### src/rtl/imem_pkg.sv
// Shared constants and the response-queue entry type for the instruction fetch unit.
package imem_pkg;

  localparam int IMEM_ADDR_W = 32;
  localparam int IMEM_DATA_W = 32;

  localparam logic [IMEM_DATA_W-1:0] NOP_INSTR    = 32'h0000_0000;
  localparam logic [1:0]             ERR_NONE     = 2'b00;
  localparam logic [1:0]             ERR_MISALIGN = 2'b01;
  localparam logic [1:0]             ERR_RANGE    = 2'b10;

  typedef struct packed {
    logic [IMEM_DATA_W-1:0] instr;
    logic [IMEM_ADDR_W-1:0] pc;
    logic [1:0]             err;
  } imem_rsp_t;

endpackage

### src/rtl/imem_rsp_fifo.sv
// QDEPTH-entry response queue; the head entry is a register read, flush empties it in one edge.
module imem_rsp_fifo
  import imem_pkg::*;
#(
  parameter int QDEPTH = 2,
  parameter int CNT_W  = $clog2(QDEPTH + 1)
) (
  input  logic             clk,
  input  logic             rst_n,
  input  logic             flush,
  input  logic             push,
  input  imem_rsp_t        push_data,
  input  logic             pop,
  output imem_rsp_t        head,
  output logic [CNT_W-1:0] count
);

  localparam int PTR_W = (QDEPTH > 1) ? $clog2(QDEPTH) : 1;

  imem_rsp_t        mem [QDEPTH];
  logic [PTR_W-1:0] wr_ptr;
  logic [PTR_W-1:0] rd_ptr;

  // Wraps explicitly so non-power-of-two depths behave.
  function automatic logic [PTR_W-1:0] ptr_inc(input logic [PTR_W-1:0] p);
    return (p == PTR_W'(QDEPTH - 1)) ? '0 : p + PTR_W'(1);
  endfunction

  always_ff @(posedge clk or negedge rst_n) begin
    if (!rst_n) begin
      wr_ptr <= '0;
      rd_ptr <= '0;
      count  <= '0;
      for (int i = 0; i < QDEPTH; i++) mem[i] <= '0;
    end else if (flush) begin
      wr_ptr <= '0;
      rd_ptr <= '0;
      count  <= '0;
    end else begin
      if (push) begin
        mem[wr_ptr] <= push_data;
        wr_ptr      <= ptr_inc(wr_ptr);
      end
      if (pop) rd_ptr <= ptr_inc(rd_ptr);
      case ({push, pop})
        2'b10:   count <= count + CNT_W'(1);
        2'b01:   count <= count - CNT_W'(1);
        default: ;
      endcase
    end
  end

  assign head = mem[rd_ptr];

endmodule

### src/rtl/imem_fetch_unit.sv
// Instruction ROM with registered read, valid/ready handshakes, fault tagging and flush.
// Build option IMEM_WR_PORT_EN adds a program-load write port (wr_en/wr_addr/wr_data).
module imem_fetch_unit
  import imem_pkg::*;
#(
  parameter int    ADDR_W    = IMEM_ADDR_W,
  parameter int    DATA_W    = IMEM_DATA_W,
  parameter int    DEPTH     = 64,
  parameter int    QDEPTH    = 2,
  parameter string INIT_FILE = "input_text.txt"
) (
  input  logic              clk,
  input  logic              rst_n,
  input  logic              flush,
  input  logic              req_valid,
  output logic              req_ready,
  input  logic [ADDR_W-1:0] req_pc,
  output logic              rsp_valid,
  input  logic              rsp_ready,
  output logic [DATA_W-1:0] rsp_instr,
  output logic [ADDR_W-1:0] rsp_pc,
  output logic [1:0]        rsp_err
`ifdef IMEM_WR_PORT_EN
  ,
  input  logic              wr_en,
  input  logic [ADDR_W-1:0] wr_addr,
  input  logic [DATA_W-1:0] wr_data
`endif
);

  localparam int                IDX_W   = (DEPTH > 1) ? $clog2(DEPTH) : 1;
  localparam int                CNT_W   = $clog2(QDEPTH + 1);
  localparam logic [ADDR_W-3:0] DEPTH_L = (ADDR_W-2)'(DEPTH);

  logic [DATA_W-1:0] mem [DEPTH];

  logic              accept;
  logic              pop;
  logic              misalign_p0;
  logic              range_p0;
  logic              rd_en_p0;
  logic [1:0]        err_p0;
  logic [CNT_W:0]    occ;
  logic [CNT_W-1:0]  count;
  logic              vld_p1;
  logic [ADDR_W-1:0] pc_p1;
  logic [1:0]        err_p1;
  logic [DATA_W-1:0] raw_p1;
  imem_rsp_t         push_data;
  imem_rsp_t         head;

  // ROM image is set once at elaboration; reset never touches it.
  initial begin
    for (int i = 0; i < DEPTH; i++) mem[i] = '0;
  end

  // p0: request decode and admission
  assign misalign_p0 = (req_pc[1:0] != 2'b00);
  assign range_p0    = (req_pc[ADDR_W-1:2] >= DEPTH_L);

  always_comb begin
    err_p0 = ERR_NONE;
    if (misalign_p0)   err_p0 = ERR_MISALIGN;
    else if (range_p0) err_p0 = ERR_RANGE;
  end

  assign pop       = rsp_valid && rsp_ready;
  assign occ       = {1'b0, count} + (CNT_W+1)'(vld_p1) - (CNT_W+1)'(pop);
  assign req_ready = !flush && (occ < (CNT_W+1)'(QDEPTH));
  assign accept    = req_valid && req_ready;
  assign rd_en_p0  = accept && (err_p0 == ERR_NONE);

`ifdef IMEM_WR_PORT_EN
  logic             wr_ok;
  logic [IDX_W-1:0] wr_idx;

  assign wr_ok  = wr_en && (wr_addr[1:0] == 2'b00) && (wr_addr[ADDR_W-1:2] < DEPTH_L);
  assign wr_idx = wr_addr[IDX_W+1:2];
`endif

  // p1: ROM read; read and write share one block so a same-index read sees old data
  always_ff @(posedge clk) begin
`ifdef IMEM_WR_PORT_EN
    if (wr_ok) mem[wr_idx] <= wr_data;
`endif
    if (rd_en_p0) raw_p1 <= mem[req_pc[IDX_W+1:2]];
  end

  always_ff @(posedge clk or negedge rst_n) begin
    if (!rst_n) begin
      vld_p1 <= 1'b0;
      pc_p1  <= '0;
      err_p1 <= ERR_NONE;
    end else begin
      vld_p1 <= accept;
      if (accept) begin
        pc_p1  <= req_pc;
        err_p1 <= err_p0;
      end
    end
  end

  // p2: response queue, head drives the outputs
  always_comb begin
    push_data.instr = (err_p1 == ERR_NONE) ? IMEM_DATA_W'(raw_p1) : NOP_INSTR;
    push_data.pc    = IMEM_ADDR_W'(pc_p1);
    push_data.err   = err_p1;
  end

  imem_rsp_fifo #(
    .QDEPTH (QDEPTH),
    .CNT_W  (CNT_W)
  ) u_rsp_fifo (
    .clk       (clk),
    .rst_n     (rst_n),
    .flush     (flush),
    .push      (vld_p1),
    .push_data (push_data),
    .pop       (pop),
    .head      (head),
    .count     (count)
  );

  assign rsp_valid = (count != '0);
  assign rsp_instr = DATA_W'(head.instr);
  assign rsp_pc    = ADDR_W'(head.pc);
  assign rsp_err   = head.err;

endmodule

### config.mk
export PLATFORM = sky130hd
export DESIGN_NAME = imem_fetch_unit
export DESIGN_NICKNAME = d
export VERILOG_FILES = /design/src/rtl/imem_pkg.sv /design/src/rtl/imem_rsp_fifo.sv /design/src/rtl/imem_fetch_unit.sv
export SDC_FILE = /design/constraint.sdc
export NUM_CORES = 1
export LEC_CHECK = 0
export CAP_MARGIN = 10
export CELL_PAD_IN_SITES_DETAIL_PLACEMENT = 0
export CELL_PAD_IN_SITES_GLOBAL_PLACEMENT = 1
export CORE_ASPECT_RATIO = 1.75
export CORE_UTILIZATION = 40
export DETAILED_ROUTE_END_ITERATION = 16
export GPL_ROUTABILITY_DRIVEN = 0
export PLACE_DENSITY_LB_ADDON = 0.15
export SYNTH_ARGS = -nofsm -noshare
export SYNTH_HDL_FRONTEND = slang
export SYNTH_SLANG_ARGS = --single-unit
### constraint.sdc
create_clock -name clk -period 4.2 [get_ports clk]
set_clock_uncertainty 0.15 [all_clocks]
set_input_delay 0.42 -clock clk [delete_from_list [all_inputs] [get_ports clk]]
set_output_delay 0.42 -clock clk [all_outputs]
set_load 0.02 [all_outputs]
## Word-level counts from Yosys, hierarchy flattened

Cells that the tools add are included.
Widths: inputs -> output; s select.

- Register bits after elaboration: 203
- Input port bits: 37
- Output and inout bits: 68

- Add/sub/neg operators: 6
- Magnitude comparators: 5
- Eq/ne operators: 2
- Muxes and demuxes: 17
- Bitwise logic cells: 3
- Reduce and logical (&&, ||, !) cells: 14

Operators with widths:

| operator | number |
|---|---|
| $mux 66 | 4 |
| $bwmux 132 | 1 |
| $demux 66 s1 | 1 |
| $mux 32 | 1 |
| $ge 30x7->1 const B | 1 |
| $reduce_bool 2->1 | 4 |
| $mux 1 | 6 |
| $mux 2 | 3 |
| $logic_and 1x1->1 | 5 |
| $ge 2x2->1 const B | 2 |
| $logic_not 2->1 | 2 |
| $not 1->2 | 2 |
| $pmux 2 s2 | 1 |
| $add 2x1->3 | 1 |
| $lt 3x2->1 const B | 1 |
| $reduce_bool 3->1 | 1 |
| $sub 3x1->3 | 1 |
| $add 1x1->1 const B | 2 |
| $add 2x1->2 const B | 1 |
| $eq 2x1->1 const B | 1 |
| $eq 2x2->1 const B | 1 |
| $lt 2x1->1 const B | 1 |
| $reduce_and 2->1 | 1 |
| $sub 2x1->2 const B | 1 |
| other kinds (2) | 2 |

## Depth between registers and ports, before layout

Gate-level depths: netlist (run 1).

- Word-level depth: 7
- Gate-level depth with buffers: 12
- Depth with buffers taken out: 10

## Hierarchy

Synthesis (run 1) repeated with hierarchy kept, for this count alone.

- Cell total of the unflattened synthesis: 465
- Area, all modules: 7444.6 sq um

Modules (own cells, without submodules):

| module | instances | cells an instance | area each (sq um) |
|---|---|---|---|
| imem_rsp_fifo | 1 | 370 | 5875.6 |
| imem_fetch_unit | 1 | 95 | 1569.0 |

## Least setup slack after synthesis (run 1)

Ideal clock, no wire load.

- Path kind: flip-flop to flip-flop
- Start point: register u_rsp_fifo.count[1]
- End point: register pc_p1[0]
- Library setup time: 125 ps
- Arrival time: 2820 ps
- Required time: 3925 ps
- Path slack: 1105 ps
- Stages on the path, launching flop included: 12
- Period minus slack after synthesis: 3095 ps
- Cell sequence: dfrtp_1 or2_2 nand2_1 inv_1 ha_1 nand2b_1 fa_1 xor2_1 nor4bb_2 buf_6 buf_12 mux2_4

- Cells in the longest elaborated chain, start to end: 6

Ends and longest elaborated chain:

| element | line | source |
|---|---|---|
| from (decl) | imem_rsp_fifo.sv:15 | `output logic [CNT_W-1:0] count` |
| from (signal assigned) | imem_rsp_fifo.sv:46 | `2'b10: count <= count + CNT_W'(1);` |
| from (signal assigned) | imem_rsp_fifo.sv:47 | `2'b01: count <= count - CNT_W'(1);` |
| $reduce_bool 2->1 | imem_fetch_unit.sv:124 | `assign rsp_valid = (count != '0);` |
| via rsp_valid | imem_fetch_unit.sv:18 | `output logic rsp_valid,` |
| $logic_and 1x1->1 | imem_fetch_unit.sv:67 | `assign pop = rsp_valid && rsp_ready;` |
| $sub 3x1->3 | imem_fetch_unit.sv:68 | `assign occ = {1'b0, count} + (CNT_W+1)'(vld_p1) - (CNT_W+1)'(pop);` |
| $lt 3x2->1 | imem_fetch_unit.sv:69 | `assign req_ready = !flush && (occ < (CNT_W+1)'(QDEPTH));` |
| $logic_and 1x1->1 | imem_fetch_unit.sv:69 |  |
| $logic_and 1x1->1 | imem_fetch_unit.sv:70 | `assign accept = req_valid && req_ready;` |
| to (signal assigned) | imem_fetch_unit.sv:97 | `pc_p1 <= req_pc;` |
| to (decl) | imem_fetch_unit.sv:46 | `logic [ADDR_W-1:0] pc_p1;` |

The timed path passes the listed nets, and every way through them passes these cells.
A chain may end at the register's enable or synchronous reset.

## Worst setup path after layout (run 1)

- Start point: register u_rsp_fifo.count[1]
- End point: output port req_ready

- Cells in the longest elaborated chain, start to end: 5

Ends and longest elaborated chain:

| element | line | source |
|---|---|---|
| branches (longest 2 deep; another with $add 2x1->3) | -- |  |
| $sub 3x1->3 * | imem_fetch_unit.sv:68 |  |
| $lt 3x2->1 * | imem_fetch_unit.sv:69 |  |
| $logic_and 1x1->1 * | imem_fetch_unit.sv:69 |  |
| to (decl) | imem_fetch_unit.sv:16 | `output logic req_ready,` |

Every way passes the cells marked *.

==> metrics.csv, run 1 <==
stage;metric;value;unit
die;site row count;53;
power_and_ir_drop;overall power;0.00447;W
grt;wire length of the first global-routing pass;14700;um
die;initial core utilization;41.1;%
clock_tree;total number of H-tree levels;3;
clock_tree;TritonCTS clock tree;yes;
power_and_ir_drop;Comb pwr share;38.7;%
power_and_ir_drop;Worst IR Drop VDD;0.281;mV
clock_tree;hold-fix buffers at CTS;0;
layout;fraction of layout cells with a size suffix above 1;38.7;%
clock_tree;Worst-path clk slew;60;ps
power_and_ir_drop;switching portion of total power;30.2;%
layout;number of nets in the layout;436;
clock_tree;clock latency of the later-clocked register in the worst-skew pair;340;ps
yosys;mean instance size in the synthesized netlist;15.0;um^2
placement;worst slack at placement;717;ps
detailed_routing;Antenna Violating Nets Remaining;0;
detailed_routing;via count normalized by instance count;4.75;
layout;Synth-to-Final Area Change;20.8;%
sta;Worst slew margin;29.8;%
clock_tree;number of buffers inserted to repair setup after CTS;0;
die;boundary pin count;105;
power_and_ir_drop;Sw Pwr;0.00135;W
worst_setup_path;data required time at the worst endpoint;3630;ps
yosys;netlist area before placement;4930;um^2
worst_setup_path;type of the worst setup path;reg -> out;
placement;placed wire-length estimate;5780;um
die;die extent in x;85.9;um
die;area of the die;12800;um^2
die;floorplan core area;12000;um^2
layout;filler instances;1057;
worst_setup_path;depth of the worst register-to-register path;10;
grt;via count of the first global-routing pass;2855;
worst_setup_path;endpoint arrival time on the critical path;3120;ps
sta;Hold Fails Final Rpt;0;
sta;actual transition at the worst max-transition pin;1050;ps
outcome;result of the run;finished clean;
worst_setup_path;CP Launch Type;flip-flop;
layout;core utilization of the finished layout;49.6;%
sta;setup repair after global routing missed its margin;no;
clock_tree;Resized Gates After CTS;0;
grt;antenna violations before repair;0;
grt;GRT Overall Usage;15.2;%
power_and_ir_drop;part of the total power dissipated in sequential elements;41.3;%
run;count of max-cap constraint violations;0;
yosys;cell count after synthesis;328;
sta;post-route minimum period;3690;ps
detailed_routing;number of iterations in the first detailed-routing pass;4;
yosys;unique cell type count in the Yosys netlist;30;
yosys;fraction of the mapped netlist area in compound gates;0.838;%
detailed_routing;total detailed-routing wirelength;9010;um
min_path;type of the most critical hold path;in -> async;
sta;smallest hold slack;68.6;ps
yosys;number of synthesis warnings;0;
sta;crit share post-route;87.9;%
yosys;area share of fa/ha/maj cells after synthesis;0.660;%
grt;largest net degree at the start of global routing;75;
detailed_routing;Residual DRC;0;
placement;count of input and output buffers;72;
yosys;largest family of logic cells by synthesized area;multiplexers;
clock_tree;clock buffer depth;2;
die;vertical die dimension;149;um
clock_tree;buffer cell driving the clock tree root;sky130_fd_sc_hd__clkbuf_16;
sta;setup tns final;0;ps
yosys;sequential share of the synthesized area;54.3;%
detailed_routing;drt initial violations;86;
power_and_ir_drop;relative contribution of the clock network to total power;20.0;%
layout;number of diodes;0;
clock_tree;number of buffers inserted during clock tree synthesis;9;
grt;grt total ovfl;0;
sta;worst-case setup margin in the final layout;510;ps
sta;Highest Clock Rate;271;MHz
detailed_routing;Wirelength per Cell;15.9;um
sta;final-report setup violation count;0;
worst_setup_path;Max FO, Critical Path;6;
clock_tree;clock net sink count;107;
power_and_ir_drop;power per standard cell area;750;nW/um^2
sta;total count of max-transition violations in the final report;0;
detailed_routing;total via count after detailed routing;2690;
worst_setup_path;type of destination of the critical path;primary output;
yosys;FF+latch count, synth;107;
yosys;multiplexer area fraction after synthesis;32.3;%
yosys;share of synthesized cell area in and, or, nand and nor gates;3.05;%
power_and_ir_drop;Internal Power;0.00312;W
yosys;synthesized-area fraction occupied by xor and xnor cells;0.888;%
power_and_ir_drop;leakage;2.61;nW
flip-flops by register name, indices dropped and copies added (netlist names):
signal / cells
u_rsp_fifo.mem: 68
pc_p1: 32
u_rsp_fifo.rd_ptr: 1
u_rsp_fifo.count: 2
vld_p1: 1
err_p1: 2
u_rsp_fifo.wr_ptr: 1
final timing paths:
path / slack (ps) / endpoint / from
worst max-delay path: 510 / req_ready / u_rsp_fifo.count[1]$_DFFE_PN0P_
worst min-delay path: 70 / pc_p1[4]$_DFFE_PN0P_ / rst_n
worst max register to register: 950 / pc_p1[25]$_DFFE_PN0P_ / u_rsp_fifo.count[1]$_DFFE_PN0P_
worst min register to register: 330 / u_rsp_fifo.mem[1]$_DFFE_PN0P_ / u_rsp_fifo.mem[1]$_DFFE_PN0P_
max in group asynchronous: 2840 / pc_p1[21]$_DFFE_PN0P_ / rst_n
min in group clk: 330 / u_rsp_fifo.mem[1]$_DFFE_PN0P_ / u_rsp_fifo.mem[1]$_DFFE_PN0P_
cells in the mapped netlist:
library cell / instances / share of area, %
sky130_fd_sc_hd__clkbuf_1: 1 / 0.076
sky130_fd_sc_hd__mux2_1: 1 / 0.23
sky130_fd_sc_hd__or2_2: 1 / 0.13
sky130_fd_sc_hd__and4b_1: 1 / 0.20
sky130_fd_sc_hd__nand2_1: 3 / 0.23
sky130_fd_sc_hd__nor3b_4: 1 / 0.38
sky130_fd_sc_hd__buf_6: 1 / 0.23
sky130_fd_sc_hd__buf_4: 35 / 5.3
sky130_fd_sc_hd__nor4bb_2: 1 / 0.33
sky130_fd_sc_hd__fa_1: 1 / 0.41
sky130_fd_sc_hd__nand4_1: 1 / 0.13
sky130_fd_sc_hd__a21oi_1: 2 / 0.20
sky130_fd_sc_hd__nand2b_1: 1 / 0.13
sky130_fd_sc_hd__o21ai_0: 3 / 0.30
sky130_fd_sc_hd__inv_1: 3 / 0.23
sky130_fd_sc_hd__nor2_1: 5 / 0.38
sky130_fd_sc_hd__buf_12: 3 / 1.2
sky130_fd_sc_hd__xor2_1: 2 / 0.36
sky130_fd_sc_hd__buf_2: 8 / 0.81
sky130_fd_sc_hd__nor4_1: 6 / 0.76
sky130_fd_sc_hd__nand3b_2: 1 / 0.23
sky130_fd_sc_hd__nor3b_1: 1 / 0.15
sky130_fd_sc_hd__mux2_4: 25 / 7.6
sky130_fd_sc_hd__dfrtp_1: 107 / 54
sky130_fd_sc_hd__o211ai_1: 1 / 0.15
sky130_fd_sc_hd__a2111oi_0: 1 / 0.18
sky130_fd_sc_hd__ha_1: 1 / 0.25
sky130_fd_sc_hd__xnor2_1: 3 / 0.53
sky130_fd_sc_hd__mux2_2: 107 / 24
sky130_fd_sc_hd__conb_1: 1 / 0.076
metrics by stage:
stage	cell area, um^2	cells
2_1_floorplan	5050	359
3_3_place_gp	5640	551
3_5_place_dp	5640	551
4_1_cts	5960	566
5_1_grt	5960	566
6_report	5960	566
power groups by stage:
stage / Clock [W] / Combinational, W / Sequential (W)
6_report: 0.000892 / 0.00173 / 0.00185
2_1_floorplan: 0 / 0.00126 / 0.00173
4_1_cts: 0.000920 / 0.00176 / 0.00185
5_1_grt: 0.000959 / 0.00184 / 0.00192
3_5_place_dp: 0 / 0.00175 / 0.00187
3_3_place_gp: 0 / 0.00172 / 0.00185
worst max-delay path, cell delays in order (launching register included):
cell and delay (ps):
sky130_fd_sc_hd__dfrtp_1 450, sky130_fd_sc_hd__or2_2 320, sky130_fd_sc_hd__nand2_1 140, sky130_fd_sc_hd__inv_1 70, sky130_fd_sc_hd__ha_1 260, sky130_fd_sc_hd__nand2b_1 150, sky130_fd_sc_hd__fa_1 380, sky130_fd_sc_hd__xor2_1 190
sky130_fd_sc_hd__nor3b_1 210, sky130_fd_sc_hd__clkdlybuf4s50_1 630
final cells by class:
class                   instances  area (um^2)  area share (%)
clock buffers                  11          243            4.08
inverters                       3         11.3           0.189
clock inverters                 4         75.1            1.26
multi-input cells             201         1990            33.4
repair buffers                 75          753            12.6
well taps                     165          206            3.47
flip-flops and latches        107         2680            45.0
cells by family (layout without fill, tap and decap cells):
| logic type | after synthesis | count (layout) |
|---|---|---|
| AOI/OAI and AO/OA | 7 | 7 |
| and+or+nand+nor | 22 | 22 |
| DFF | 107 | 107 |
| adders and majority gates | 2 | 2 |
| buffers and inverters | 51 | 93 |
| other | 1 | 32 |
| muxes | 133 | 133 |
| xor gates and xnor gates | 5 | 5 |
layer usage:
metal  up-vias  share of wire (%)  track usage, %  wire [um]
met5         -                  0               0          0
met2        74                 53            26.2       4770
met1      1383                 41            18.5       3740
li1       1223                  -               -          -
met4         0                1.4            5.75        122
met3        10                4.2            3.27        383
placed cells by master (no fill, tap or decap), types with 3 or more instances in the layout:
master / n
sky130_fd_sc_hd__xnor2_1: 3
sky130_fd_sc_hd__dfrtp_1: 106
sky130_fd_sc_hd__o21ai_0: 3
sky130_fd_sc_hd__conb_1: 32
sky130_fd_sc_hd__mux2_2: 107
sky130_fd_sc_hd__clkdlybuf4s50_1: 71
sky130_fd_sc_hd__buf_4: 3
sky130_fd_sc_hd__mux2_4: 25
sky130_fd_sc_hd__clkbuf_16: 9
sky130_fd_sc_hd__inv_1: 3
sky130_fd_sc_hd__nor2_1: 5
sky130_fd_sc_hd__nor4_1: 6
sky130_fd_sc_hd__nand2_1: 3
(Power assumes the default switching activity.)
==> inputs of run 2 (changes only) <==
--- a/config.mk
+++ b/config.mk
@@ -9,10 +9,11 @@
 export CELL_PAD_IN_SITES_DETAIL_PLACEMENT = 0
 export CELL_PAD_IN_SITES_GLOBAL_PLACEMENT = 1
 export CORE_ASPECT_RATIO = 1.75
+export CORE_MARGIN = 4
 export CORE_UTILIZATION = 40
 export DETAILED_ROUTE_END_ITERATION = 16
 export GPL_ROUTABILITY_DRIVEN = 0
-export PLACE_DENSITY_LB_ADDON = 0.15
+export PLACE_DENSITY = 0.84
 export SYNTH_ARGS = -nofsm -noshare
 export SYNTH_HDL_FRONTEND = slang
 export SYNTH_SLANG_ARGS = --single-unit
==> metrics.csv, run 2 (synthesis gave the netlist of run 1 again) <==
stage;metric;value;unit;change
layout;filler instances;1087;;was 1057
sta;post-route minimum period;3690;ps;about the same
detailed_routing;Antenna Violating Nets Remaining;0;;unchanged
detailed_routing;total via count after detailed routing;2700;;was 2690
layout;most flop-heavy register;u_rsp_fifo.mem;;unchanged
worst_setup_path;slowest stage cell, crit path;sky130_fd_sc_hd__clkdlybuf4s50_1;;unchanged
sta;Hold Fails Final Rpt;0;;unchanged
power_and_ir_drop;leakage;2.61;nW;about the same
placement;count of input and output buffers;72;;unchanged
min_path;type of the most critical hold path;reg -> reg;;was in -> async
power_and_ir_drop;overall power;0.00443;W;was 0.00447 W
sta;actual transition at the worst max-transition pin;1060;ps;was 1050 ps
worst_setup_path;delay contributed by the slowest stage of the critical path;640;ps;was 630 ps
detailed_routing;total detailed-routing wirelength;9630;um;was 9010 um
clock_tree;clock latency of the later-clocked register in the worst-skew pair;340;ps;about the same
sta;final-report setup violation count;0;;unchanged
detailed_routing;drt initial violations;46;;was 86
detailed_routing;number of iterations in the first detailed-routing pass;4;;unchanged
detailed_routing;via count normalized by instance count;4.75;;about the same
clock_tree;number of buffers inserted to repair setup after CTS;0;;unchanged
layout;Synth-to-Final Area Change;20.8;%;about the same
power_and_ir_drop;power per standard cell area;744;nW/um^2;was 750 nW/um^2
sta;setup repair after global routing missed its margin;no;;unchanged
placement;placed wire-length estimate;6530;um;was 5780 um
detailed_routing;Residual DRC;0;;unchanged
sta;crit share post-route;87.9;%;about the same
sta;smallest hold slack;342;ps;was 68.6 ps
clock_tree;Resized Gates After CTS;0;;unchanged
grt;antenna violations before repair;0;;unchanged
layout;most common cell after layout, fill and taps aside;sky130_fd_sc_hd__mux2_2;;unchanged
layout;number of nets in the layout;438;;was 436
run;count of max-cap constraint violations;0;;unchanged
die;die extent in x;91.9;um;was 85.9 um
die;vertical die dimension;155;um;was 149 um
layout;max FFs per register;68;;unchanged
outcome;result of the run;finished clean;;unchanged
grt;wire length of the first global-routing pass;15700;um;was 14700 um
grt;largest net degree at the start of global routing;44;;was 75
layout;non-filler cells, final;569;;was 566
clock_tree;number of buffers inserted during clock tree synthesis;9;;unchanged
worst_setup_path;Top Family by Delay on Critical Path;simple AND/OR/NAND/NOR gates;;unchanged
worst_setup_path;CP cell instances;or2_2, nand2_1, inv_1, ha_1, nand2b_1, fa_1, xor2_1, nor3b_1, clkdlybuf4s50_1;;unchanged
grt;grt total ovfl;0;;unchanged
layout;fraction of layout cells with a size suffix above 1;39.1;%;was 38.7%
clock_tree;Worst-path clk slew;70;ps;was 60 ps
worst_setup_path;CP Launch Type;flip-flop;;unchanged
clock_tree;buffer cell driving the clock tree root;sky130_fd_sc_hd__clkbuf_16;;unchanged
layout;largest registers;u_rsp_fifo.mem: 68 flops, pc_p1: 32 flops;;unchanged
sta;setup tns final;0;ps;unchanged
sta;total count of max-transition violations in the final report;0;;unchanged
clock_tree;clock buffer depth;2;;unchanged
clock_tree;clock net sink count;107;;unchanged
worst_setup_path;endpoint arrival time on the critical path;3120;ps;about the same
die;area of the die;14200;um^2;was 12800 um^2
min_path;startpoint of the worst hold path;u_rsp_fifo.mem[1]$_DFFE_PN0P_;;
grt;GRT Overall Usage;14.1;%;was 15.2%
layout;commonest cells after routing, fill and taps aside;sky130_fd_sc_hd__mux2_2 (107), sky130_fd_sc_hd__dfrtp_1 (106), sky130_fd_sc_hd__clkdlybuf4s50_1 (71), sky130_fd_sc_hd__conb_1 (32), sky130_fd_sc_hd__mux2_4 (25);;unchanged
clock_tree;total number of H-tree levels;3;;unchanged
clock_tree;hold-fix buffers at CTS;1;;was 0
layout;number of diodes;0;;unchanged
placement;placed cells;552;;was 551
power_and_ir_drop;Worst IR Drop VDD;0.280;mV;was 0.281 mV
worst_setup_path;type of destination of the critical path;primary output;;unchanged
die;initial core utilization;40.8;%;was 41.1%
worst_setup_path;worst setup path startpoint;u_rsp_fifo.count[1]$_DFFE_PN0P_;;unchanged
grt;via count of the first global-routing pass;3075;;was 2855
die;floorplan core area;12100;um^2;was 12000 um^2
detailed_routing;Wirelength per Cell;16.9;um;was 15.9 um
worst_setup_path;beginning of the worst register-to-register path;u_rsp_fifo.count[1]$_DFFE_PN0P_;;unchanged
clock_tree;TritonCTS clock tree;yes;;unchanged
sta;Highest Clock Rate;271;MHz;about the same
die;site row count;53;;unchanged
worst_setup_path;Buf+Inv Stages, Crit Path;2;;unchanged
worst_setup_path;Max FO, Critical Path;6;;unchanged
worst_setup_path;data required time at the worst endpoint;3630;ps;about the same
worst_setup_path;type of the worst setup path;reg -> out;;unchanged
sta;Worst slew margin;29.0;%;was 29.8%
die;boundary pin count;105;;unchanged
[run 2: final timing paths]
kind / end / slack (ps) / cells past startpoint
max reg2reg: pc_p1[31]$_DFFE_PN0P_ / 940 / 10
min reg2reg: u_rsp_fifo.mem[1]$_DFFE_PN0P_ / 340 / 2
max in group asynchronous: u_rsp_fifo.rd_ptr$_DFFE_PN0P_ / 2470 / 3
min in group asynchronous: u_rsp_fifo.mem[26]$_DFFE_PN0P_ / 460 / 2
min: u_rsp_fifo.mem[1]$_DFFE_PN0P_ / 340 / 2
max: req_ready / 510 / 9
[run 2: where the power goes]
part	total, W	internal [W]	leakage, nW	switching, W
clock	0.000836	0.000465	0.142	0.000371
sequential	0.00185	0.00153	1.31	0.000317
combinational	0.00175	0.00105	1.16	0.000695
total	0.00443	0.00305	2.61	0.00138
[run 2: worst min-delay path, stage by stage (launching register included)]
cell                      delay [ps]
sky130_fd_sc_hd__dfrtp_1         350
sky130_fd_sc_hd__nand2_1          50
sky130_fd_sc_hd__o21ai_0          60
[run 2: area by class of cell]
cell class	instances	area (um^2)	area share [%]
flip-flops and latches	107	2680	45.0
well taps	165	206	3.47
repair buffers	77	771	12.9
clock buffers	9	225	3.78
multi-input cells	201	1990	33.4
inverters	3	11.3	0.189
clock inverters	7	76.3	1.28
[run 2: layer usage]
metal | up-vias | track usage (%) | routed length [um]
met5 | - | 0 | 0
met4 | 0 | 6.66 | 279
met3 | 15 | 2.71 | 374
met2 | 75 | 25.8 | 5160
met1 | 1386 | 15.5 | 3820
li1 | 1224 | - | -
[run 2: per-stage QoR]
step	setup WS (ps)	utilization [%]	cell area (um^2)
after floorplan	1110	-	5050
after global placement	799	46.8	5650
after detailed placement	734	46.8	5650
after CTS	476	49.4	5960
after global routing	389	49.4	5960
final	507	49.4	5960
==> inputs of run 3 (changes only) <==
--- a/config.mk
+++ b/config.mk
@@ -12,8 +12,9 @@
 export CORE_MARGIN = 4
 export CORE_UTILIZATION = 40
 export DETAILED_ROUTE_END_ITERATION = 16
+export DONT_BUFFER_PORTS = 1
 export GPL_ROUTABILITY_DRIVEN = 0
-export PLACE_DENSITY = 0.84
+export PLACE_DENSITY = 0.71
 export SYNTH_ARGS = -nofsm -noshare
 export SYNTH_HDL_FRONTEND = slang
 export SYNTH_SLANG_ARGS = --single-unit
==> metrics.csv, run 3 (synthesis gave the netlist of run 1 again) <==
stage;metric;value;unit;change
worst_setup_path;worst setup path startpoint;u_rsp_fifo.count[1]$_DFFE_PN0P_;;unchanged
grt;grt total ovfl;0;;unchanged
clock_tree;buffer cell driving the clock tree root;sky130_fd_sc_hd__clkbuf_16;;unchanged
die;site row count;53;;unchanged
sta;total count of max-transition violations in the final report;0;;unchanged
power_and_ir_drop;Worst IR Drop VDD;0.256;mV;was 0.280 mV
detailed_routing;routed wl met3;550;um;was 374 um
clock_tree;total number of H-tree levels;3;;unchanged
die;vertical die dimension;155;um;unchanged
detailed_routing;via count normalized by instance count;4.89;;was 4.75
layout;most common cell after layout, fill and taps aside;sky130_fd_sc_hd__mux2_2;;unchanged
layout;commonest cells after routing, fill and taps aside;sky130_fd_sc_hd__mux2_2 (107), sky130_fd_sc_hd__dfrtp_1 (106), sky130_fd_sc_hd__conb_1 (32), sky130_fd_sc_hd__mux2_4 (25), sky130_fd_sc_hd__clkbuf_16 (9);;was sky130_fd_sc_hd__mux2_2 (107), sky130_fd_sc_hd__dfrtp_1 (106), sky130_fd_sc_hd__clkdlybuf4s50_1 (71), sky130_fd_sc_hd__conb_1 (32), sky130_fd_sc_hd__mux2_4 (25)
layout;most flop-heavy register;u_rsp_fifo.mem;;unchanged
detailed_routing;total detailed-routing wirelength;9170;um;was 9630 um
detailed_routing;amount of wire on met2 after detailed routing;4890;um;was 5160 um
sta;actual transition at the worst max-transition pin;1090;ps;was 1060 ps
worst_setup_path;CP cell instances;or2_2, nand2_1, inv_1, ha_1, nand2b_1, fa_1, xor2_1, nor3b_1;;was or2_2, nand2_1, inv_1, ha_1, nand2b_1, fa_1, xor2_1, nor3b_1, clkdlybuf4s50_1
run;count of max-cap constraint violations;0;;unchanged
detailed_routing;number of iterations in the first detailed-routing pass;4;;unchanged
power_and_ir_drop;leakage;2.35;nW;was 2.61 nW
clock_tree;clock net sink count;107;;unchanged
min_path;type of the most critical hold path;in -> reg;;was reg -> reg
clock_tree;number of buffers inserted to repair setup after CTS;0;;unchanged
clock_tree;Resized Gates After CTS;0;;unchanged
worst_setup_path;endpoint arrival time on the critical path;2960;ps;was 3120 ps
layout;number of diodes;0;;unchanged
layout;number of nets in the layout;367;;was 438
placement;placed cells;479;;was 552
detailed_routing;met1 WL;3570;um;was 3820 um
detailed_routing;Antenna Violating Nets Remaining;0;;unchanged
sta;Highest Clock Rate;283;MHz;was 271 MHz
die;initial core utilization;40.8;%;unchanged
sta;Worst slew margin;26.8;%;was 29.0%
worst_setup_path;Max FO, Critical Path;6;;unchanged
detailed_routing;Wirelength per Cell;18.4;um;was 16.9 um
die;boundary pin count;105;;unchanged
outcome;result of the run;finished clean;;unchanged
detailed_routing;Residual DRC;0;;unchanged
layout;non-filler cells, final;498;;was 569
die;area of the die;14200;um^2;unchanged
layout;fraction of layout cells with a size suffix above 1;47.1;%;was 39.1%
grt;largest net degree at the start of global routing;108;;was 44
clock_tree;clock latency of the later-clocked register in the worst-skew pair;340;ps;about the same
layout;Synth-to-Final Area Change;6.90;%;was 20.8%
clock_tree;Worst-path clk slew;70;ps;about the same
worst_setup_path;slowest stage cell, crit path;sky130_fd_sc_hd__nor3b_1;;was sky130_fd_sc_hd__clkdlybuf4s50_1
placement;placed wire-length estimate;6010;um;was 6530 um
grt;wire length of the first global-routing pass;14800;um;was 15700 um
worst_setup_path;delay contributed by the slowest stage of the critical path;610;ps;was 640 ps
sta;final-report setup violation count;0;;unchanged
detailed_routing;max layer used;met4;;unchanged
clock_tree;number of buffers inserted during clock tree synthesis;9;;unchanged
die;die extent in x;91.9;um;unchanged
grt;antenna violations before repair;0;;unchanged
worst_setup_path;CP Launch Type;flip-flop;;unchanged
layout;largest registers;u_rsp_fifo.mem: 68 flops, pc_p1: 32 flops;;unchanged
layout;max FFs per register;68;;unchanged
grt;via count of the first global-routing pass;2629;;was 3075
sta;setup repair after global routing missed its margin;no;;unchanged
grt;GRT Overall Usage;13.6;%;was 14.1%
clock_tree;hold-fix buffers at CTS;3;;was 1
worst_setup_path;type of destination of the critical path;primary output;;unchanged
sta;setup tns final;0;ps;unchanged
worst_setup_path;data required time at the worst endpoint;3630;ps;about the same
clock_tree;TritonCTS clock tree;yes;;unchanged
min_path;startpoint of the worst hold path;rsp_ready;;was u_rsp_fifo.mem[1]$_DFFE_PN0P_
detailed_routing;total via count after detailed routing;2437;;was 2700
sta;crit share post-route;84.0;%;was 87.9%
detailed_routing;drt initial violations;58;;was 46
die;floorplan core area;12100;um^2;unchanged
worst_setup_path;type of the worst setup path;reg -> out;;unchanged
power_and_ir_drop;power per standard cell area;762;nW/um^2;was 744 nW/um^2
sta;post-route minimum period;3530;ps;was 3690 ps
placement;count of input and output buffers;0;;was 72
worst_setup_path;beginning of the worst register-to-register path;u_rsp_fifo.count[1]$_DFFE_PN0P_;;unchanged
clock_tree;clock buffer depth;2;;unchanged
sta;Hold Fails Final Rpt;0;;unchanged
==> run 3: worst paths after layout <==
kind,end,slack [ps],depth (start not counted)
setup / recovery,req_ready,670,8
hold / removal,u_rsp_fifo.count[1]$_DFFE_PN0P_,40,1
setup reg to reg,pc_p1[31]$_DFFE_PN0P_,900,10
hold reg to reg,u_rsp_fifo.mem[1]$_DFFE_PN0P_,350,2
max in group asynchronous,pc_p1[21]$_DFFE_PN0P_,2920,2
min in group asynchronous,u_rsp_fifo.mem[78]$_DFFE_PN0P_,510,2
==> run 3: power breakdown <==
part / internal [W] / total (W) / switching, W
logic: 0.000701 / 0.00132 / 0.000618
registers: 0.00153 / 0.00184 / 0.000314
clock network: 0.000479 / 0.000852 / 0.000373
==> run 3: final cells by class <==
class                   count  area, um^2
clock inverters             6        63.8
flip-flops and latches    107        2680
well taps                 165         206
repair buffers              6        82.6
fillers                  1133        6800
clock buffers              10         239
inverters                   3        11.3
multi-input cells         201        1990
==> run 3: critical path, delay by kind of cell (launching register included) <==
family,cells,cell delay (ps)
XOR/XNOR,1,190
adder cells (fa/ha/maj),2,640
buffers and inverters,1,60
AND/OR/NAND/NOR,4,1280
flip-flops,1,450
==> run 3: metrics by stage <==
stage	area [um^2]	worst slack, ps	total power (W)	hold slack (ps)	util (%)
after floorplan	5050	1110	0.00299	-25.6	-
after global placement	4920	951	0.00313	-21.8	40.8
after detailed placement	4920	882	0.00319	-22.4	40.8
after CTS	5270	603	0.00408	24.5	43.7
after global routing	5270	470	0.00426	24.8	43.7
final	5270	672	0.00402	43.6	43.7
==> run 3: metal layers <==
layer | global-route usage (%) | up-vias
li1 | - | 1085
met1 | 15.6 | 1266
met2 | 23.9 | 76
met3 | 3.58 | 10
met4 | 5.53 | 0
met5 | 0 | -
